$ cat config.mk
export PLATFORM = sky130hd
export DESIGN_NAME = bus_arbiter_rr_flat
export DESIGN_NICKNAME = d
export VERILOG_FILES = /design/src/rtl/bus_arbiter_rr_if.sv /design/src/rtl/bus_arbiter_rr.sv /design/src/flat_wrapper.sv
export SDC_FILE = /design/constraint.sdc
export NUM_CORES = 1
export LEC_CHECK = 0
export CAP_MARGIN = 20
export CORE_MARGIN = 2
export CORE_UTILIZATION = 60
export CTS_BUF_LIST = sky130_fd_sc_hd__clkbuf_4 sky130_fd_sc_hd__clkbuf_8
export DETAILED_ROUTE_END_ITERATION = 16
export MAX_ROUTING_LAYER = met4
export PLACE_DENSITY = 0.82
export SYNTH_ARGS = -nofsm -noshare
export SYNTH_HDL_FRONTEND = slang
export SYNTH_SLANG_ARGS = --single-unit
$ cat constraint.sdc
create_clock -name clock -period 2.8 [get_ports clock]
set_input_delay 0.42 -clock clock [delete_from_list [all_inputs] [get_ports clock]]
set_output_delay 0.42 -clock clock [all_outputs]
set_load 0.02 [all_outputs]
$ cat src/rtl/bus_arbiter_rr_if.sv
// Shared-bus arbitration interface.
// Bundles the per-master request/grant vectors, the bus begin/end/error
// strobes, and the arbiter's ownership and abort outputs.
//   slave  : arbiter side (consumes requests and strobes, drives grant/owner/abort)
//   master : requester/bus side (drives requests and strobes, observes grant/owner)
interface bus_arbiter_rr_if #(
  parameter int unsigned NUM_MASTERS = 4
);
  logic [NUM_MASTERS-1:0] request;
  logic                   beginTransactionIn;
  logic                   endTransactionIn;
  logic                   busErrorIn;
  logic [NUM_MASTERS-1:0] grant;
  logic [2:0]             busOwner;
  logic                   ownerValid;
  logic                   endTransactionOut;
  logic                   timeoutError;

  modport slave (
    input  request, beginTransactionIn, endTransactionIn, busErrorIn,
    output grant, busOwner, ownerValid, endTransactionOut, timeoutError
  );

  modport master (
    output request, beginTransactionIn, endTransactionIn, busErrorIn,
    input  grant, busOwner, ownerValid, endTransactionOut, timeoutError
  );
endinterface

$ cat src/rtl/bus_arbiter_rr.sv
// Round-robin arbiter for the shared system bus.
// Grants the bus to one of up to 8 masters, tracks the granted transaction
// from begin to end strobe, and force-ends stalled transactions with a
// watchdog so a hung master or slave cannot lock the bus.
// Ports:
//   clock : rising-edge clock
//   reset : asynchronous active-high reset
//   bus   : arbitration interface (slave side), see bus_arbiter_rr_if
module bus_arbiter_rr #(
  parameter int unsigned NUM_MASTERS     = 4,
  parameter int unsigned BEGIN_WINDOW    = 4,
  parameter int unsigned WATCHDOG_CYCLES = 1024
) (
  input  logic             clock,
  input  logic             reset,
  bus_arbiter_rr_if.slave  bus
);

  localparam int unsigned NM      = NUM_MASTERS;
  localparam int unsigned BEG_W   = 4;
  localparam int unsigned WD_W    = 16;
  localparam logic [2:0]  PTR_RST = 3'(NUM_MASTERS - 1);

  typedef enum logic [2:0] {
    S_IDLE,
    S_GRANT,
    S_WAIT_BEGIN,
    S_BUSY,
    S_ABORT,
    S_RELEASE
  } state_e;

  state_e           state;
  logic [2:0]       last_grant;
  logic [BEG_W-1:0] beg_cnt;
  logic [WD_W-1:0]  wd_cnt;

  logic [2:0]       winner;
  logic [BEG_W-1:0] beg_next;
  logic [WD_W-1:0]  wd_next;
  logic             beg_expired;
  logic             wd_expired;

  // First requester found searching upward from the master after last_grant.
  function automatic logic [2:0] rr_pick(input logic [NM-1:0] req,
                                         input logic [2:0]    last);
    logic [2:0]       win;
    logic             found;
    logic [NM-1:0]    shifted;
    int unsigned      idx;
    win   = last;
    found = 1'b0;
    for (int unsigned k = 1; k <= NM; k++) begin
      idx     = (32'(last) + k) % NM;
      shifted = req >> idx;
      if (!found && shifted[0]) begin
        win   = 3'(idx);
        found = 1'b1;
      end
    end
    return win;
  endfunction

  // Saturating next counts and their expiry tests; the test looks at the
  // value the counter takes on this edge, so the timeout lands exactly on
  // the terminal count.
  always_comb begin
    winner      = rr_pick(bus.request, last_grant);
    beg_next    = (beg_cnt == {BEG_W{1'b1}}) ? beg_cnt : beg_cnt + BEG_W'(1);
    wd_next     = (wd_cnt == {WD_W{1'b1}}) ? wd_cnt : wd_cnt + WD_W'(1);
    beg_expired = (beg_next >= BEG_W'(BEGIN_WINDOW));
    wd_expired  = (wd_next >= WD_W'(WATCHDOG_CYCLES - 1));
  end

  // Arbitration FSM with registered outputs.
  always_ff @(posedge clock or posedge reset) begin
    if (reset) begin
      state                 <= S_IDLE;
      last_grant            <= PTR_RST;
      beg_cnt               <= '0;
      wd_cnt                <= '0;
      bus.grant             <= '0;
      bus.busOwner          <= '0;
      bus.ownerValid        <= 1'b0;
      bus.endTransactionOut <= 1'b0;
      bus.timeoutError      <= 1'b0;
    end else begin
      bus.grant             <= '0;
      bus.endTransactionOut <= 1'b0;
      bus.timeoutError      <= 1'b0;

      case (state)
        S_IDLE: begin
          if (|bus.request) begin
            state          <= S_GRANT;
            last_grant     <= winner;
            bus.grant      <= NM'(1) << winner;
            bus.busOwner   <= winner;
            bus.ownerValid <= 1'b1;
            beg_cnt        <= '0;
          end
        end

        S_GRANT: begin
          state   <= S_WAIT_BEGIN;
          beg_cnt <= beg_next;
        end

        S_WAIT_BEGIN: begin
          beg_cnt <= beg_next;
          if (bus.beginTransactionIn) begin
            if (bus.endTransactionIn) begin
              // Single-beat transaction: begin and end together.
              state          <= S_RELEASE;
              bus.ownerValid <= 1'b0;
            end else begin
              state  <= S_BUSY;
              wd_cnt <= '0;
            end
          end else if (beg_expired) begin
            state            <= S_IDLE;
            bus.ownerValid   <= 1'b0;
            bus.timeoutError <= 1'b1;
          end
        end

        S_BUSY: begin
          wd_cnt <= wd_next;
          if (bus.endTransactionIn) begin
            // A normal end, with or without a concurrent bus error.
            state          <= S_RELEASE;
            bus.ownerValid <= 1'b0;
          end else if (wd_expired) begin
            state                 <= S_ABORT;
            bus.ownerValid        <= 1'b0;
            bus.endTransactionOut <= 1'b1;
            bus.timeoutError      <= 1'b1;
          end else if (bus.busErrorIn) begin
            // Error without end: keep waiting, watchdog still armed.
            state <= S_BUSY;
          end
        end

        S_ABORT: begin
          state <= S_RELEASE;
        end

        S_RELEASE: begin
          state <= S_IDLE;
        end

        default: begin
          state <= S_IDLE;
        end
      endcase
    end
  end

endmodule

$ cat src/flat_wrapper.sv
// flat-port wrapper written by rule: the top's interface ports become plain ports
module bus_arbiter_rr_flat 
#(
  parameter int unsigned NUM_MASTERS     = 4,
  parameter int unsigned BEGIN_WINDOW    = 4,
  parameter int unsigned WATCHDOG_CYCLES = 1024
)
  (clock, reset, bus_request, bus_beginTransactionIn, bus_endTransactionIn, bus_busErrorIn, bus_grant, bus_busOwner, bus_ownerValid, bus_endTransactionOut, bus_timeoutError);
  bus_arbiter_rr_if #(.NUM_MASTERS(NUM_MASTERS)) bus_i ();
  input  logic clock;
  input  logic reset;
  input wire logic [$bits(bus_i.request)-1:0] bus_request;
  input wire logic [$bits(bus_i.beginTransactionIn)-1:0] bus_beginTransactionIn;
  input wire logic [$bits(bus_i.endTransactionIn)-1:0] bus_endTransactionIn;
  input wire logic [$bits(bus_i.busErrorIn)-1:0] bus_busErrorIn;
  output wire logic [$bits(bus_i.grant)-1:0] bus_grant;
  output wire logic [$bits(bus_i.busOwner)-1:0] bus_busOwner;
  output wire logic [$bits(bus_i.ownerValid)-1:0] bus_ownerValid;
  output wire logic [$bits(bus_i.endTransactionOut)-1:0] bus_endTransactionOut;
  output wire logic [$bits(bus_i.timeoutError)-1:0] bus_timeoutError;
  assign bus_i.request = bus_request;
  assign bus_i.beginTransactionIn = bus_beginTransactionIn;
  assign bus_i.endTransactionIn = bus_endTransactionIn;
  assign bus_i.busErrorIn = bus_busErrorIn;
  assign bus_grant = bus_i.grant;
  assign bus_busOwner = bus_i.busOwner;
  assign bus_ownerValid = bus_i.ownerValid;
  assign bus_endTransactionOut = bus_i.endTransactionOut;
  assign bus_timeoutError = bus_i.timeoutError;
  bus_arbiter_rr #(.NUM_MASTERS(NUM_MASTERS), .BEGIN_WINDOW(BEGIN_WINDOW), .WATCHDOG_CYCLES(WATCHDOG_CYCLES)) u_core (.clock(clock), .reset(reset), .bus(bus_i));
endmodule
==> impl_metrics.json <==
{
  "ir_drop_uv": 596.8,
  "fp.dieH_um": 64.82,
  "drc": 0,
  "holdBufCountCts": 0,
  "clock_path_buffers": 2,
  "slew_headroom_pct": 60.31,
  "crit_fanout": 9,
  "power_mw": 2.011,
  "seqPwrFrac_pct": 40.2,
  "status": "finished, final reports clean",
  "yosysUniqueCellTypes": 60,
  "mostFrequentLayoutCell": "dfrtp_1",
  "core_sq_um": 3606,
  "row_count": 22,
  "vias": 1937,
  "power_per_cell_area_nw_per_um2": 826.8,
  "clock_latency_ps": 290,
  "worst-setup-path-type": "reg2reg",
  "rsz0062_at_grt": "false",
  "ctsResizeCount": 0,
  "dieArea_sq_um": 4202,
  "synth-compound-area-share_pct": 21.31,
  "comb_power_share_pct": 41.6,
  "antenna_found_initial": 0,
  "path_cells": "ha_1 -> nand4_1 -> nor4_1 -> mux2_2 -> a211oi_2 -> o211a_1 -> o21ai_0",
  "endpoint_kind": "register",
  "wl_per_cell_um": 15.31,
  "switching_share_pct": 40.98,
  "startpoint_type": "register",
  "hpwlAfterDp_um": 3197,
  "h-tree-depth": 2,
  "async_flop_share_pct": 100.0,
  "synth_top_family_by_area": "simple AND/OR/NAND/NOR gates",
  "grt_first_pass_wirelength_um": 7962,
  "synthMuxAreaShare_pct": 2.368,
  "final_max_slew_viol_count": 0,
  "synth-edff-count": 0,
  "skew_ps": 9.479,
  "setup_viol": 0,
  "area_growth_pct": 9.583,
  "via_per_inst": 6.309,
  "synth_xor_area_share_pct": 1.973,
  "power.leakage_nw": 0.9838,
  "start_util_pct": 61.55,
  "routed_wl_um": 4701,
  "n_fill_cell": 319,
  "fin_crit_ps": 2549,
  "hp-class": "reg2reg",
  "hold_viol_final": 0,
  "cts_root_buf": "clkbuf_8",
  "grt_pass1_vias": 1773,
  "clk_pin_slew_worst_paths_ps": 70,
  "grt_start_max_net_pins": 36,
  "syn_inst": 252,
  "final_cell_mix": "33 x dfrtp_1, 26 x nor2_1, 18 x a21oi_1",
  "crit_slowest_cell": "dfrtp_1",
  "drive_gt1_share_pct": 11.20,
  "post-route-period-util_pct": 91.03,
  "clkSinkCount": 35,
  "drtIter0Drc": 138,
  "ant_nets": 0,
  "max_cap_viol_count": 0,
  "tns_ps": 0,
  "synthAdderAreaFrac_pct": 1.127,
  "maxClockFrequency_mhz": 392.3,
  "syn_area_sq_um": 2220,
  "worstPathArrival_ps": 2710,
  "fp.dieW_um": 64.82,
  "p_sw_mw": 0.8241,
  "worstPathRequired_ps": 2960,
  "ys.flop_type": "dfrtp_1",
  "cts_buffers": 5,
  "io_buffers": 17,
  "syn_area_per_cell_sq_um": 8.808,
  "synth_fp_nets": 263,
  "gr-total-overflow": 0,
  "antennaDiodeCount": 0,
  "gr-usage-all-layers_pct": 25.31,
  "synth_seq_cells": 35,
  "synthSimpleGateAreaFrac_pct": 26.38,
  "routabilityCongestion": 0.8979,
  "internal_power_mw": 1.187,
  "final_nets": 269,
  "dr.pass1.iters": 4,
  "io_pins": 19,
  "worst_pin_slew_ps": 590.4,
  "yosysWarnings": 0,
  "cts_tree": "yes",
  "cp_slowest_stage_delay_ps": 440,
  "pwr-share-clk_pct": 18.2,
  "post_cts_buffers": 0,
  "yosysSeqAreaShare_pct": 39.57
}
through the flow:
stage / cells / hold slack [ps] / area, sq um / util, % / setup WS (ps)
after floorplan: 252 / 465.5 / 2220 / - / 702.9
after global placement: 299 / 474.6 / 2344 / 64.99 / 321.8
after detailed placement: 299 / 482.9 / 2344 / 64.99 / 273.1
after CTS: 307 / 499.8 / 2432 / 67.45 / 253.1
after global routing: 307 / 514.5 / 2432 / 67.45 / 103.2
final: 307 / 493.0 / 2432 / 67.45 / 251.2
worst max-delay path: cells and delay by family, from the launching register on:
| kind | cells | cell delay, ps |
|---|---|---|
| flops | 1 | 440 |
| mux | 1 | 390 |
| fa+ha+maj | 1 | 370 |
| compound gates | 3 | 520 |
| simple gates | 2 | 680 |
per-layer routing:
layer / global-route usage (%) / share of wire (%) / vias to the layer above
li1: - / - / 938
met1: 34.25 / 48 / 929
met2: 36.86 / 45 / 61
met3: 5.903 / 4.9 / 9
met4: 10.37 / 2.0 / 0
met5: - / 0 / -
final timing paths:
check	start	endpoint	slack [ps]	depth (start not counted)
min in group asynchronous	reset	u_core.state[2]	530	3
hold / removal	u_core.bus.busOwner[0]	u_core.bus.busOwner[0]	490	1
setup reg to reg	u_core.wd_cnt[0]	u_core.state[2]	250	7
hold reg to reg	u_core.bus.busOwner[0]	u_core.bus.busOwner[0]	490	1
max in group asynchronous	reset	u_core.last_grant[0]	1930	3
setup / recovery	u_core.wd_cnt[0]	u_core.state[2]	250	7
sequential cells by signal (all words and copies together), names as in the netlist:
signal,flops
u_core.state,3
u_core.bus.ownerValid,1
u_core.bus.busOwner,2
u_core.bus.grant,4
u_core.wd_cnt,16
u_core.bus.timeoutError,1
u_core.beg_cnt,4
u_core.bus.endTransactionOut,1
u_core.last_grant,3
cells by family after synthesis:
logic type                 Yosys count
AOI/OAI and AO/OA                   72
buffers and inverters               27
and+or+nand+nor                    106
adders and majority gates            2
DFF                                 35
xor gates and xnor gates             5
muxes                                5
final cells by class:
type                    count  area [sq um]  area share [%]
clock inverters             2         12.51          0.5144
inverters                   5         18.77          0.7716
repair buffers             21         200.2           8.230
multi-input cells         190          1186           48.77
well taps                  48         60.06           2.469
flip-flops and latches     35         878.3           36.11
clock buffers               6         76.32           3.138
synth_stat cells, types with 2 or more instances:
cell type	n	area (sq um)
a211oi_1	4	30.03
a21oi_1	18	90.09
a22o_1	2	17.52
a31oi_1	6	37.54
and2_1	3	18.77
and3_1	4	25.02
and4_2	2	20.02
buf_2	3	15.01
buf_4	5	37.54
buf_6	2	22.52
clkbuf_1	8	30.03
clkbuf_2	2	10.01
clkbuf_8	2	27.53
dfrtp_1	33	825.8
dfstp_2	2	52.55
ha_1	2	25.02
inv_1	5	18.77
mux2_2	2	22.52
mux2i_1	3	30.03
nand2_1	17	63.81
nand2b_1	3	18.77
nand3_1	9	45.04
nand4_1	9	56.30
nor2_1	26	97.59
nor2b_1	6	37.54
nor3_1	11	55.05
nor4_1	4	25.02
o2111ai_1	3	26.28
o211ai_1	3	22.52
o21a_1	3	22.52
o21ai_0	17	85.08
o32ai_1	2	17.52
xnor2_1	4	35.03
power groups by stage:
| stage | clock [mW] | sequential [mW] | combinational [mW] |
|---|---|---|---|
| finish | 0.365 | 0.809 | 0.837 |
| global route | 0.388 | 0.831 | 0.932 |
| CTS | 0.376 | 0.805 | 0.840 |
| detailed placement | 0 | 0.814 | 0.835 |
| global placement | 0 | 0.805 | 0.810 |
| floorplan | 0 | 0.759 | 0.674 |
No activity file was read; power rests on OpenSTA's default activity.
==> edit: new RTL, same settings <==
Change the localparam `BEG_W` from 4 to 6.
--- a/src/rtl/bus_arbiter_rr.sv
+++ b/src/rtl/bus_arbiter_rr.sv
@@ -17,7 +17,7 @@
 );
 
   localparam int unsigned NM      = NUM_MASTERS;
-  localparam int unsigned BEG_W   = 4;
+  localparam int unsigned BEG_W   = 6;
   localparam int unsigned WD_W    = 16;
   localparam logic [2:0]  PTR_RST = 3'(NUM_MASTERS - 1);
 
Check against the original RTL: no difference found for any inputs over 10 cycles, from zero or initial values and one cycle with reset high; that may be too few to reach the edited logic, so the function may still have changed.
==> edit against the original RTL <==
Setup slack improved by 140 ps. Cell area increased by 7.5%. Sequential cell count is 2 higher. Total power increased by 13%. Die area is 1.9% higher. Via count increased by 6.1%. Area after synthesis is 2.0% higher. Critical endpoint is now u_core.state[1]. Routed wire length is 7.8% higher.
==> edit: results (changes against the original RTL) <==
Post-DP Area 0.00250 mm2 (+6.7%); Cell variety after synth 59 (-1.7%); All-Layer GR Usage 28.0% (+2.7 points); Post-synth ARST share 100% (unchanged); Final #Nets 289 (+7.4%); vias in the first global route 1964 (+11%); Arr. time, crit path 2600 ps (-110 ps); Slew @ Worst Pin 638 ps (+47.2 ps); Post-Route WL 5070 um (+7.8%); clk_skew 10.0 ps (+0.567 ps); synth top area cells dfrtp_1 (39%), nor2_1 (4.6%), o21ai_0 (4.2%), nand2_1 (3.6%), nand3_1 (3.5%); Hold Path Class in -> async; CTS root buffer clkbuf_8; Post-CTS Setup Bufs 0 (unchanged); WL/cell 15.5 um (+1.2%); dpl ws 428 ps (+155 ps); Starting DRT DRC Count 225 (+63%); share of cells above drive strength 1 11.5% (+0.27 points); Placed Cells 319 (+6.7%); Leakage Power 1.03 nW (+5.1%); Vias per Instance 6.29 (-0.35%); first-pass GRT wire length 8970 um (+13%); top cells by count, synth dfrtp_1 (35), nor2_1 (28), nand2_1 (22); Mapped Nets 271 (+3.0%); VDD IR max 0.568 mV (-4.9%); Avg Synthesized Cell Area 8.71 um2 (-1.1%); CTS resizes 0 (unchanged); multi-input logic area 0.00124 mm2 (+4.9%); status finished, final reports clean; hpwl dp 3530 um (+10%); Worst-path clk slew around 80 ps; Post-synth top flop dfrtp_1; First-pass DRT Iterations 5 (+1); worst-path fanout max 11 (+2); fillcell total 294 (-7.8%); routability cong. 0.844 (-6.0%); pin count of the biggest net entering global routing 38 (+5.6%); largest registers u_core.wd_cnt x16, u_core.beg_cnt x6, u_core.bus.grant x4; sequential area share after synthesis 41.0% (+1.4 points)
## edit: cell types whose count changed after synthesis, moves of 3 or more
cell / delta
or3_1: +3
a21oi_1: -6
nand3_1: +7
nor4b_1: +3
and3_1: -3
nand2_1: +5
buf_2: +3
## edit: area by class of cell
type	count	share of cell area [%]
multi-input combinational	202	47.6
sequential	37	35.5
timing repair buffer	28	9.67
clock buffer	6	2.92
tap	48	2.30
clock inverter	2	1.48
inverter	4	0.574
## edit: routing by layer
layer  up-vias  wire length, um  track usage, %
met2        68             2420            42.9
met4         0               82            11.5
met5         -                0               -
met1       983             2300            35.7
met3         8              267            7.19
li1        997                -               -
## edit: cells by family after synthesis
group	synth area share, %
muxes	2.32
adders and majority gates	1.10
and+or+nand+nor	29.5
xor gates and xnor gates	2.32
DFF	41.0
buffers and inverters	4.36
AOI/OAI and AO/OA	19.4
## edit: critical path, cell delays in order, from the launching register on
cell and delay (ps):
dfrtp_1 430, ha_1 200, nand4_1 140, or4_4 540, o21ai_1 180, o21ai_1 70, or3_1 430, a32o_1 300
## edit: report_power, final
part	leakage (nW)	total, mW	internal, mW	switching [mW]
combinational	0.486	0.947	0.403	0.544
clock	0.0588	0.478	0.277	0.201
sequential	0.489	0.838	0.672	0.166
total	1.03	2.26	1.35	0.911
## edit: path summary, 6_finish.rpt
check | start | cells after the start | to | slack, ps
max | u_core.wd_cnt[0] | 7 | u_core.state[1] | 400
min reg2reg | u_core.bus.busOwner[0] | 1 | u_core.bus.busOwner[0] | 510
max in group asynchronous | reset | 3 | u_core.last_grant[1] | 1940
max reg2reg | u_core.wd_cnt[0] | 7 | u_core.state[1] | 400
min | reset | 3 | u_core.state[2] | 510
min in group clock | u_core.bus.busOwner[0] | 1 | u_core.bus.busOwner[0] | 510
